<file path="src/rtl/pmem_arbiter.sv">
// Purpose: shares one physical-memory port between the I-cache (line reads) and the D-cache (line reads/writebacks).
// Latency: grant one cycle after a request is seen in IDLE; the cache resp is pmem_resp passed through in the same cycle.
// Backpressure: one transaction at a time; a waiting requester simply holds its command until it gets resp.
// Optional feature: define PMEM_ARB_ROUND_ROBIN_EN for round-robin contention resolution (default: D-cache wins).
module pmem_arbiter #(
  parameter int ADDR_W = 16,
  parameter int LINE_W = 128
) (
  input  logic              clk,
  input  logic              reset_n,
  input  logic              icache_pmem_read,
  input  logic [ADDR_W-1:0] icache_pmem_address,
  output logic [LINE_W-1:0] icache_pmem_rdata,
  output logic              icache_pmem_resp,
  input  logic              dcache_pmem_read,
  input  logic              dcache_pmem_write,
  input  logic [ADDR_W-1:0] dcache_pmem_address,
  input  logic [LINE_W-1:0] dcache_pmem_wdata,
  output logic [LINE_W-1:0] dcache_pmem_rdata,
  output logic              dcache_pmem_resp,
  output logic              pmem_read,
  output logic              pmem_write,
  output logic [ADDR_W-1:0] pmem_address,
  output logic [LINE_W-1:0] pmem_wdata,
  input  logic [LINE_W-1:0] pmem_rdata,
  input  logic              pmem_resp,
  output logic              grant_d
);

  typedef enum logic [1:0] {IDLE, SERVE_I, SERVE_D} state_t;

  state_t              state_q, state_d;
  logic                rd_q, rd_d;
  logic                wr_q, wr_d;
  logic [ADDR_W-1:0]   addr_q, addr_d;
  logic [LINE_W-1:0]   wdata_q, wdata_d;
  logic                d_req, i_req, pick_d;

  assign d_req = dcache_pmem_read | dcache_pmem_write;
  assign i_req = icache_pmem_read;

`ifdef PMEM_ARB_ROUND_ROBIN_EN
  // 1 when the D-cache received the most recent grant
  logic last_d_q, last_d_d;

  // Contention goes to whichever requester was not served last
  always_comb begin
    pick_d = d_req & (~i_req | ~last_d_q);
  end
`else
  // Fixed priority: the D-cache always wins contention
  always_comb begin
    pick_d = d_req;
  end
`endif

  // Next-state and grant-time capture of the winner's command/address/data.
  // The command is held in registers so a requester dropping its request
  // mid-transaction cannot disturb the memory-side command.
  always_comb begin
    state_d = state_q;
    rd_d    = rd_q;
    wr_d    = wr_q;
    addr_d  = addr_q;
    wdata_d = wdata_q;
`ifdef PMEM_ARB_ROUND_ROBIN_EN
    last_d_d = last_d_q;
`endif
    case (state_q)
      IDLE: begin
        if (pick_d) begin
          state_d = SERVE_D;
          // read+write together is illegal; treat it as a write
          rd_d    = ~dcache_pmem_write;
          wr_d    = dcache_pmem_write;
          addr_d  = dcache_pmem_address;
          wdata_d = dcache_pmem_wdata;
`ifdef PMEM_ARB_ROUND_ROBIN_EN
          last_d_d = 1'b1;
`endif
        end else if (i_req) begin
          state_d = SERVE_I;
          rd_d    = 1'b1;
          wr_d    = 1'b0;
          addr_d  = icache_pmem_address;
          wdata_d = '0;
`ifdef PMEM_ARB_ROUND_ROBIN_EN
          last_d_d = 1'b0;
`endif
        end
      end
      SERVE_I, SERVE_D: begin
        if (pmem_resp) begin
          state_d = IDLE;
          rd_d    = 1'b0;
          wr_d    = 1'b0;
          addr_d  = '0;
          wdata_d = '0;
        end
      end
      default: begin
        state_d = IDLE;
        rd_d    = 1'b0;
        wr_d    = 1'b0;
        addr_d  = '0;
        wdata_d = '0;
      end
    endcase
  end

  // State and registered memory-side command; reset abandons any transaction
  always_ff @(posedge clk or negedge reset_n) begin
    if (!reset_n) begin
      state_q  <= IDLE;
      rd_q     <= 1'b0;
      wr_q     <= 1'b0;
      addr_q   <= '0;
      wdata_q  <= '0;
`ifdef PMEM_ARB_ROUND_ROBIN_EN
      last_d_q <= 1'b0;
`endif
    end else begin
      state_q  <= state_d;
      rd_q     <= rd_d;
      wr_q     <= wr_d;
      addr_q   <= addr_d;
      wdata_q  <= wdata_d;
`ifdef PMEM_ARB_ROUND_ROBIN_EN
      last_d_q <= last_d_d;
`endif
    end
  end

  assign pmem_read    = rd_q;
  assign pmem_write   = wr_q;
  assign pmem_address = addr_q;
  assign pmem_wdata   = wdata_q;
  assign grant_d      = (state_q == SERVE_D);

  // Completion passes straight through to the owner only
  assign icache_pmem_resp  = (state_q == SERVE_I) & pmem_resp;
  assign dcache_pmem_resp  = (state_q == SERVE_D) & pmem_resp;
  assign icache_pmem_rdata = pmem_rdata;
  assign dcache_pmem_rdata = pmem_rdata;

endmodule
</file>
<file path="config.mk">
export PLATFORM = sky130hd
export DESIGN_NAME = pmem_arbiter
export DESIGN_NICKNAME = d
export VERILOG_FILES = /design/src/rtl/pmem_arbiter.sv
export SDC_FILE = /design/constraint.sdc
export NUM_CORES = 1
export LEC_CHECK = 0
export ABC_AREA = 1
export CAP_MARGIN = 20
export CORE_AREA = 5 5 271 273
export CTS_CLUSTER_DIAMETER = 120
export CTS_CLUSTER_SIZE = 24
export DETAILED_ROUTE_END_ITERATION = 7
export DIE_AREA = 0 0 276 278
export PLACE_DENSITY = 0.38
export SYNTH_ARGS = -nofsm -noshare
export SYNTH_HDL_FRONTEND = slang
export SYNTH_SLANG_ARGS = --single-unit
</file>
<file path="constraint.sdc">
create_clock -name clk -period 1.6 [get_ports clk]
set_input_delay 0.32 -clock clk [delete_from_list [all_inputs] [get_ports clk]]
set_output_delay 0.32 -clock clk [all_outputs]
set_load 0.03 [all_outputs]
</file>
==> impl_metrics.json, run 1 <==
{
  "status": "finished, violations left",
  "violations": "negative setup slack",
  "reg2reg_slack_ns": -0.12,
  "cp-startpoint": "state_q[1]",
  "synth.avg_cell_area_um2": 7.29,
  "vias_per_cell": 3.12,
  "r2r_cells": 10,
  "rsz0062_at_grt": "yes",
  "tritoncts": "built",
  "wl_per_cell_um": 14.2,
  "period_minus_slack_ns": 1.72,
  "clkTransAtPathRegs_ns": 0.07,
  "r2r-start": "state_q[1]",
  "first_pass_iters": 4,
  "dieArea_um2": 76700,
  "drtAntennaViolNets": 0,
  "ys_warn_count": 0,
  "area.growth.synth_to_final_pct": 43.9,
  "clock_sinks": 148,
  "timing.fmax_mhz": 581,
  "drtIter0Drc": 192,
  "worstSetupEndpointType": "flip-flop",
  "initial_core_util_pct": 12.6,
  "final_nets": 1634,
  "antennaDiodeCount": 0,
  "slew_headroom_pct": 66.1,
  "skew_ns": 0.0128,
  "numCtsBuffers": 17,
  "final_util_pct": 18.1,
  "port_buffers": 314,
  "vias": 7187,
  "finalHoldViolations": 0,
  "ys_seq_area_share_pct": 41.5,
  "power_mw": 23.7,
  "die_w_um": 276,
  "drive_above_1_share_pct": 19.8,
  "min-delay-path-class": "in2async",
  "cts-htree-levels": 4,
  "grt_pass1_wl_um": 48100,
  "grt_util_all_layers_pct": 8.26,
  "tns_ns": -9.62,
  "cp-start-kind": "flip-flop",
  "pin_count": 699,
  "tightest_slew_ns": 0.509,
  "path_class": "reg2reg",
  "synth_nets": 1523,
  "wl_um": 32700,
  "worst_ep_required_time_ns": 1.96,
  "drc": 0,
  "p_per_area_nw_per_um2": 1850,
  "worstReg2RegEnd": "pmem_wdata[7]",
  "dp_cells": 2249,
  "synthDistinctLibCells": 16,
  "antenna_found_initial": 0,
  "routabilityCongestion": 0.727,
  "leakage_nw": 6.51,
  "setup_viol": 123,
  "coreArea_um2": 70900,
  "crit_end": "pmem_wdata[7]",
  "cp.arrival_ns": 2.08,
  "ir_drop_mv": 0.602,
  "crit_path_max_fanout": 29,
  "synth_cells": 1226,
  "grt_max_degree": 39,
  "grt_pass1_vias": 7739,
  "cts-root-buf": "clkbuf_16",
  "syn_area_um2": 8930,
  "worstSkewPairLatency_ns": 0.47,
  "rows": 98,
  "overflow": 0,
  "dp_slack_ns": -0.268,
  "fin_crit_sh_pct": 108,
  "die-height_um": 278,
  "layout_setup_ws_ns": -0.122,
  "final_cells": 2300,
  "maxCapViolations": 0,
  "slew_viol_final": 0,
  "place_hpwl_um": 22700,
  "synth-seq-cells": 148,
  "cts.path.max_buffers": 2
}
final cells by class:
| cell class | instances | area [um^2] |
|---|---|---|
| clock buffer | 20 | 447 |
| clock inverter | 12 | 129 |
| fill | 8078 | 58000 |
| inverter | 137 | 517 |
| multi-input combinational | 636 | 2620 |
| sequential | 148 | 3700 |
| tap | 950 | 1190 |
| timing repair buffer | 397 | 4240 |
layer usage:
metal / up-vias / GRT usage (%) / share of wire (%)
li1: 3525 / - / -
met1: 3217 / 8.79 / 39
met2: 327 / 13.5 / 47
met3: 116 / 3.66 / 8.8
met4: 2 / 5.06 / 5.2
met5: - / 0.488 / 0.11
what timing repair did:
item	in CTS	in global routing
buffers inserted	8	1
hold buffers	1	0
cloned	7	2
hold endpoints to repair	24	0
endpoints found under the setup margin	283	168
resized for setup	409	48
pin swaps	3	1
cell families (layout without fill, tap and decap cells):
| logic type | after synthesis | after routing | synth area share (%) |
|---|---|---|---|
| adders and majority gates | 3 | 3 | 0.420 |
| buffers and inverters | 442 | 566 | 31.1 |
| and+or+nand+nor | 633 | 633 | 27.0 |
| DFF | 148 | 148 | 41.5 |
sequential cells by signal, indices dropped and copies added (netlist names):
name          count
pmem_wdata      128
pmem_address     16
state_q           2
pmem_read         1
pmem_write        1
Yosys cell counts:
| library cell | n | area share [%] |
|---|---|---|
| dfrtp_1 | 148 | 41 |
| buf_6 | 11 | 1.4 |
| ha_1 | 3 | 0.42 |
| clkbuf_1 | 6 | 0.25 |
| nor2_1 | 128 | 5.4 |
| nand3_1 | 18 | 1.0 |
| nor2_4 | 1 | 0.13 |
| inv_1 | 136 | 5.7 |
| buf_2 | 16 | 0.90 |
| nand2_2 | 2 | 0.14 |
| clkbuf_4 | 1 | 0.084 |
| nand2_1 | 482 | 20 |
| inv_2 | 1 | 0.042 |
| nand4_1 | 2 | 0.14 |
| buf_4 | 269 | 23 |
| buf_1 | 2 | 0.084 |
power breakdown:
| part | switching, mW | leakage (nW) | internal (mW) | total (mW) |
|---|---|---|---|---|
| Sequential | 0.829 | 1.92 | 5.18 | 6.01 |
| Combinational | 8.16 | 4.32 | 5.41 | 13.6 |
| Clock | 1.80 | 0.277 | 2.33 | 4.14 |
cells in the final DEF, fill, tap and decap left out, drive strengths merged, types with 3 or more instances in the layout:
| master | synthesis | final |
|---|---|---|
| buf | 298 | 89 |
| clkdlybuf4s50 | 0 | 164 |
| clkbuf | 7 | 39 |
| clkinv | 0 | 5 |
| inv | 137 | 139 |
| ha | 3 | 3 |
| nand3 | 18 | 18 |
| clkdlybuf4s15 | 0 | 123 |
| nand2 | 484 | 484 |
| dfrtp | 148 | 148 |
| nor2 | 129 | 129 |
| clkinvlp | 0 | 3 |
worst min path at each step:
| stage | start | slack (ns) | end | depth (start not counted) |
|---|---|---|---|---|
| 3_5_place_dp | reset_n | 0.31 | pmem_wdata[110] | 1 |
| 4_1_cts | reset_n | 0.33 | pmem_wdata[110] | 2 |
| 6_report | reset_n | 0.36 | pmem_wdata[110] | 2 |
| 2_1_floorplan | reset_n | 0.02 | pmem_address[0] | 0 |
| 5_1_grt | reset_n | 0.37 | pmem_wdata[110] | 2 |
| 3_3_place_gp | reset_n | 0.31 | pmem_wdata[110] | 1 |
per-stage QoR:
step,hold WS [ns],area [um^2]
2_1_floorplan,0.0244,8930
3_3_place_gp,0.313,11700
3_5_place_dp,0.313,11700
4_1_cts,0.328,12800
5_1_grt,0.372,12900
6_report,0.363,12900
critical path, cell delays in order, from the launching register on:
cell and delay, ns:
dfrtp_1 0.36, inv_2 0.05, ha_2 0.34, nand2_4 0.05, buf_4 0.15, nand2_4 0.09
nand2_8 0.09, buf_12 0.14, buf_16 0.15, nand2_1 0.10, nand2_1 0.05
No activity file was read; power rests on OpenSTA's default activity.
==> run 2: changes to the inputs <==
==> constraint.sdc (replaced) <==
create_clock -name clk -period 1.6 [get_ports clk]
set_input_delay 0.16 -clock clk [delete_from_list [all_inputs] [get_ports clk]]
set_output_delay 0.16 -clock clk [all_outputs]
set_load 0.03 [all_outputs]
==> run 2 against run 1 <==
The run now ends clean. Sequential cell count is the same. Final cell count fell by 0.48%. First-iteration DRC count is 20% higher. Critical endpoint is now pmem_wdata[55]. Largest power group unchanged. Global-route usage fell by 0.55 points. Routed wire length shrank 1.8%. Clock skew up 0.0034 ns.
==> impl_metrics.json, run 2 (same netlist as run 1, synthesis figures left out) <==
{
  "place_hpwl_um": 22300,
  "maxCapViolations": 0,
  "dieArea_um2": 76700,
  "drtAntennaViolNets": 0,
  "grt_util_all_layers_pct": 7.71,
  "final_cells": 2289,
  "die_w_um": 276,
  "fillers": 8108,
  "finalHoldViolations": 0,
  "die-height_um": 278,
  "wl_um": 32100,
  "slew_headroom_pct": 74.7,
  "cp-start-kind": "flip-flop",
  "grt_pass1_wl_um": 45500,
  "final_nets": 1624,
  "intPower_mw": 12.5,
  "area.growth.synth_to_final_pct": 41.6,
  "largest_reg_flops": 128,
  "clock_sinks": 148,
  "worstSetupEndpointType": "flip-flop",
  "antennaDiodeCount": 0,
  "leakage_nw": 6.84,
  "drc": 0,
  "switchingPower_mw": 10.8,
  "slew_viol_final": 0,
  "place_area_um2": 11600,
  "pwr-share-clk_pct": 18.7,
  "pwr-share-comb_pct": 55.5,
  "fin_crit_sh_pct": 98.9,
  "antenna_found_initial": 1,
  "cts-root-buf": "clkbuf_16",
  "worst_ep_required_time_ns": 2.00,
  "vias": 7192,
  "overflow": 0,
  "rsz0062_at_grt": "yes",
  "grt_max_degree": 68,
  "coreArea_um2": 70900,
  "drive_above_1_share_pct": 14.0,
  "use_met2_pct": 12.0,
  "port_buffers": 314,
  "clkTransAtPathRegs_ns": 0.07,
  "crit_path_max_fanout": 22,
  "cts-htree-levels": 4,
  "first_pass_iters": 4,
  "fin_area_um2": 12600,
  "routabilityCongestion": 0.722,
  "path_class": "reg2reg",
  "initial_core_util_pct": 12.6,
  "multi_input_area_um2": 2740,
  "dp_cells": 2245,
  "ir_drop_mv": 0.596,
  "whs_ns": 0.0666,
  "cts.path.max_buffers": 2,
  "grt_pass1_vias": 7448,
  "tritoncts": "built",
  "min-delay-path-class": "in2async",
  "rows": 98,
  "final_cell_mix": "nand2_1 (424), clkdlybuf4s50_1 (164), dfrtp_1 (148)",
  "setup_viol": 0,
  "p_seq_share_pct": 25.8,
  "mostFrequentLayoutCell": "nand2_1",
  "power_mw": 23.3,
  "numCtsBuffers": 17,
  "skew_ns": 0.0162,
  "gr-usage-met3_pct": 3.47,
  "vias_per_cell": 3.14,
  "drtIter0Drc": 230,
  "busiest_layer": "met2",
  "tightest_slew_ns": 0.382,
  "layout_setup_ws_ns": 0.0171,
  "dp_slack_ns": -0.142,
  "final_util_pct": 17.8,
  "worstSkewPairLatency_ns": 0.47,
  "cp.arrival_ns": 1.99,
  "timing.fmax_mhz": 632,
  "wl_per_cell_um": 14.0,
  "status": "complete, no violations",
  "tns_ns": 0,
  "swShare_pct": 46.2,
  "p_per_area_nw_per_um2": 1840,
  "grt_use_met1_pct": 8.29,
  "period_minus_slack_ns": 1.58,
  "ff_latch_area_um2": 3700,
  "pin_count": 699
}
## run 2: metal layers
metal  wire (um)  up-vias
met4        1860        4
met2       14900      330
li1            -     3499
met1       12500     3230
met3        2730      129
met5          51        -
## run 2: critical path, cell delays in order, from the launching register on
cell	delay, ns
dfrtp_1	0.39
inv_2	0.10
ha_4	0.18
nand2_1	0.07
nand2_2	0.12
inv_4	0.06
buf_12	0.15
buf_16	0.18
nor2_1	0.12
nand2_1	0.07
nand2_1	0.06
## run 2: power by group through the flow
stage               Combinational [mW]  Sequential, mW  Clock [mW]
global placement                  12.6            6.06           0
finish                            12.9            6.03        4.36
CTS                               12.0            5.98        4.65
global route                      14.1            6.22        4.75
detailed placement                12.6            6.05           0
floorplan                         5.30            8.69           0
## run 2: repair_timing
| action | 4_1_cts | 5_1_grt |
|---|---|---|
| setup buffers | 1 | 4 |
| hold endpoints to repair | 148 | 0 |
| gates cloned | 1 | 6 |
| endpoints found under the setup margin | 287 | 148 |
| pin swaps | 1 | 37 |
| hold buffers | 1 | 0 |
| gates resized for setup | 164 | 95 |
## run 2: final cells by class
class | instances | share of cell area [%]
timing repair buffer | 386 | 30.8
tap | 950 | 9.40
sequential | 148 | 29.3
clock inverter | 10 | 1.16
inverter | 137 | 4.09
clock buffer | 21 | 3.64
multi-input combinational | 637 | 21.6
## run 2: worst paths after layout
kind	from	to	slack, ns	cells past startpoint
max in group asynchronous	reset_n	pmem_wdata[60]	0.91	4
hold reg to reg	pmem_wdata[93]	pmem_wdata[93]	0.47	2
setup reg to reg	state_q[1]	pmem_wdata[55]	0.02	10
hold / removal	reset_n	pmem_wdata[121]	0.07	2
min in group clk	dcache_pmem_wdata[25]	pmem_wdata[25]	0.29	5
setup / recovery	state_q[1]	pmem_wdata[55]	0.02	10
==> run 3: changes to the inputs <==
--- a/config.mk
+++ b/config.mk
@@ -6,13 +6,12 @@
 export NUM_CORES = 1
 export LEC_CHECK = 0
 export ABC_AREA = 1
-export CAP_MARGIN = 20
 export CORE_AREA = 5 5 271 273
 export CTS_CLUSTER_DIAMETER = 120
 export CTS_CLUSTER_SIZE = 24
 export DETAILED_ROUTE_END_ITERATION = 7
 export DIE_AREA = 0 0 276 278
-export PLACE_DENSITY = 0.38
+export PLACE_DENSITY = 0.35
 export SYNTH_ARGS = -nofsm -noshare
 export SYNTH_HDL_FRONTEND = slang
 export SYNTH_SLANG_ARGS = --single-unit
==> run 3 against run 2 <==
Design area grew 3.6%. Die area is the same. Count of clock-buffer cells in the layout grew 1. Clock power shrank 3%. Largest power group unchanged. First-iteration DRC count shrank 2.6%. Critical path type unchanged.
==> impl_metrics.json, run 3 (same netlist as run 1, synthesis figures left out) <==
{
  "rsz0062_at_grt": "yes",
  "finalHoldViolations": 0,
  "tightest_slew_ns": 0.522,
  "mostFrequentLayoutCell": "nand2_1",
  "area.growth.synth_to_final_pct": 46.7,
  "slew_viol_final": 0,
  "drc": 0,
  "tns_ns": 0,
  "dp_cells": 2253,
  "dp_slack_ns": -0.127,
  "r2r-start": "state_q[1]",
  "skew_ns": 0.0105,
  "cts-root-buf": "clkbuf_16",
  "worstReg2RegEnd": "pmem_wdata[46]",
  "use_met2_pct": 13.0,
  "period_minus_slack_ns": 1.58,
  "pin_count": 699,
  "swShare_pct": 46.2,
  "fillers": 8150,
  "dieArea_um2": 76700,
  "clkTransAtPathRegs_ns": 0.07,
  "power_mw": 24.5,
  "p_seq_share_pct": 24.8,
  "final_util_pct": 18.5,
  "die-height_um": 278,
  "reg2reg_slack_ns": 0.02,
  "pwr-share-comb_pct": 58.0,
  "tritoncts": "built",
  "intPower_mw": 13.2,
  "cts-htree-levels": 4,
  "clock_sinks": 148,
  "wl_per_cell_um": 15.1,
  "whs_ns": 0.225,
  "leakage_nw": 7.10,
  "grt_pass1_vias": 7647,
  "overflow": 0,
  "place_hpwl_um": 23900,
  "rows": 98,
  "final_cells": 2310,
  "final_cell_mix": "nand2_1 (388), clkdlybuf4s50_1 (164), dfrtp_1 (148)",
  "routabilityCongestion": 0.720,
  "status": "complete, no violations",
  "cp-start-kind": "flip-flop",
  "fin_crit_sh_pct": 98.9,
  "p_per_area_nw_per_um2": 1870,
  "coreArea_um2": 70900,
  "antennaDiodeCount": 0,
  "maxCapViolations": 0,
  "path_class": "reg2reg",
  "crit_path_max_fanout": 7,
  "grt_max_degree": 39,
  "final_nets": 1644,
  "numCtsBuffers": 17,
  "min-delay-path-class": "in2async",
  "place_area_um2": 11700,
  "worstSkewPairLatency_ns": 0.47,
  "initial_core_util_pct": 12.6,
  "layout_setup_ws_ns": 0.0182,
  "drtIter0Drc": 224,
  "worstSetupEndpointType": "flip-flop",
  "drtAntennaViolNets": 0,
  "pwr-share-clk_pct": 17.2,
  "antenna_found_initial": 0,
  "vias": 7293,
  "busiest_layer": "met2",
  "gr-usage-met3_pct": 4.50,
  "cts.path.max_buffers": 2,
  "slew_headroom_pct": 65.2,
  "first_pass_iters": 5,
  "cp.arrival_ns": 1.94,
  "grt_util_all_layers_pct": 8.24,
  "setup_viol": 0,
  "r2r_cells": 9,
  "fin_area_um2": 13100,
  "die_w_um": 276,
  "grt_use_met1_pct": 8.85,
  "wl_um": 34900,
  "switchingPower_mw": 11.3,
  "grt_pass1_wl_um": 48400,
  "timing.fmax_mhz": 632,
  "worst_ep_required_time_ns": 1.96,
  "port_buffers": 314,
  "vias_per_cell": 3.16,
  "drive_above_1_share_pct": 17.6,
  "largest_reg_flops": 128,
  "ir_drop_mv": 0.649
}
-- run 3: changes by cell type in the layout (fill, tap and decap cells not counted), moves of 6 or more --
cell and change:
buf_4 +6, clkbuf_16 +7, nand2_1 -36, nand2_2 +25, nand2_4 +10, nor2_2 -6
-- run 3: layout make-up --
type                    count  area (um^2)  area share, %
well taps                 950         1190           9.07
clock inverters            10          123          0.936
clock buffers              22          464           3.54
repair buffers            407         4240           32.4
inverters                 137          517           3.94
multi-input cells         636         2860           21.8
flip-flops and latches    148         3700           28.3
-- run 3: power by group through the flow --
stage               logic [mW]  clock network, mW  registers, mW
detailed placement        13.0                  0           6.05
floorplan                 5.30                  0           8.69
CTS                       12.4               4.50           5.98
finish                    14.2               4.22           6.07
global placement          13.0                  0           6.06
global route              15.4               4.59           6.28
-- run 3: timing repair --
item / CTS / global route
endpoints found under the setup margin: 234 / 149
endpoints found under the hold margin: 27 / 0
hold buffers: 1 / 0
buffers inserted: 2 / 6
cloned: 1 / 15
gates resized for setup: 167 / 143
pin swaps: 1 / 43
-- run 3: routing by layer --
metal  wire, um  up-vias
met5        120        -
met4       1390        4
met3       3250      106
met2      16300      343
met1      13900     3281
li1           -     3559
-- run 3: worst max path at each step --
stage / to / slack (ns) / cells after the start / startpoint
floorplan: pmem_wdata[100] / 0.09 / 9 / state_q[0]
global placement: pmem_wdata[48] / -0.11 / 9 / pmem_resp
detailed placement: pmem_wdata[65] / -0.13 / 9 / pmem_resp
CTS: pmem_wdata[56] / -0.03 / 9 / state_q[0]
global route: pmem_wdata[65] / -0.07 / 9 / state_q[1]
finish: pmem_wdata[46] / 0.02 / 9 / state_q[1]
-- run 3: worst max-delay path, stage by stage (launching register included) --
cell and delay [ns]:
dfrtp_1 0.39, inv_2 0.09, ha_4 0.21, nand2_4 0.10
buf_6 0.13, nand2_8 0.08, buf_12 0.18, clkbuf_16 0.17
nand2_1 0.06, nand2_1 0.05
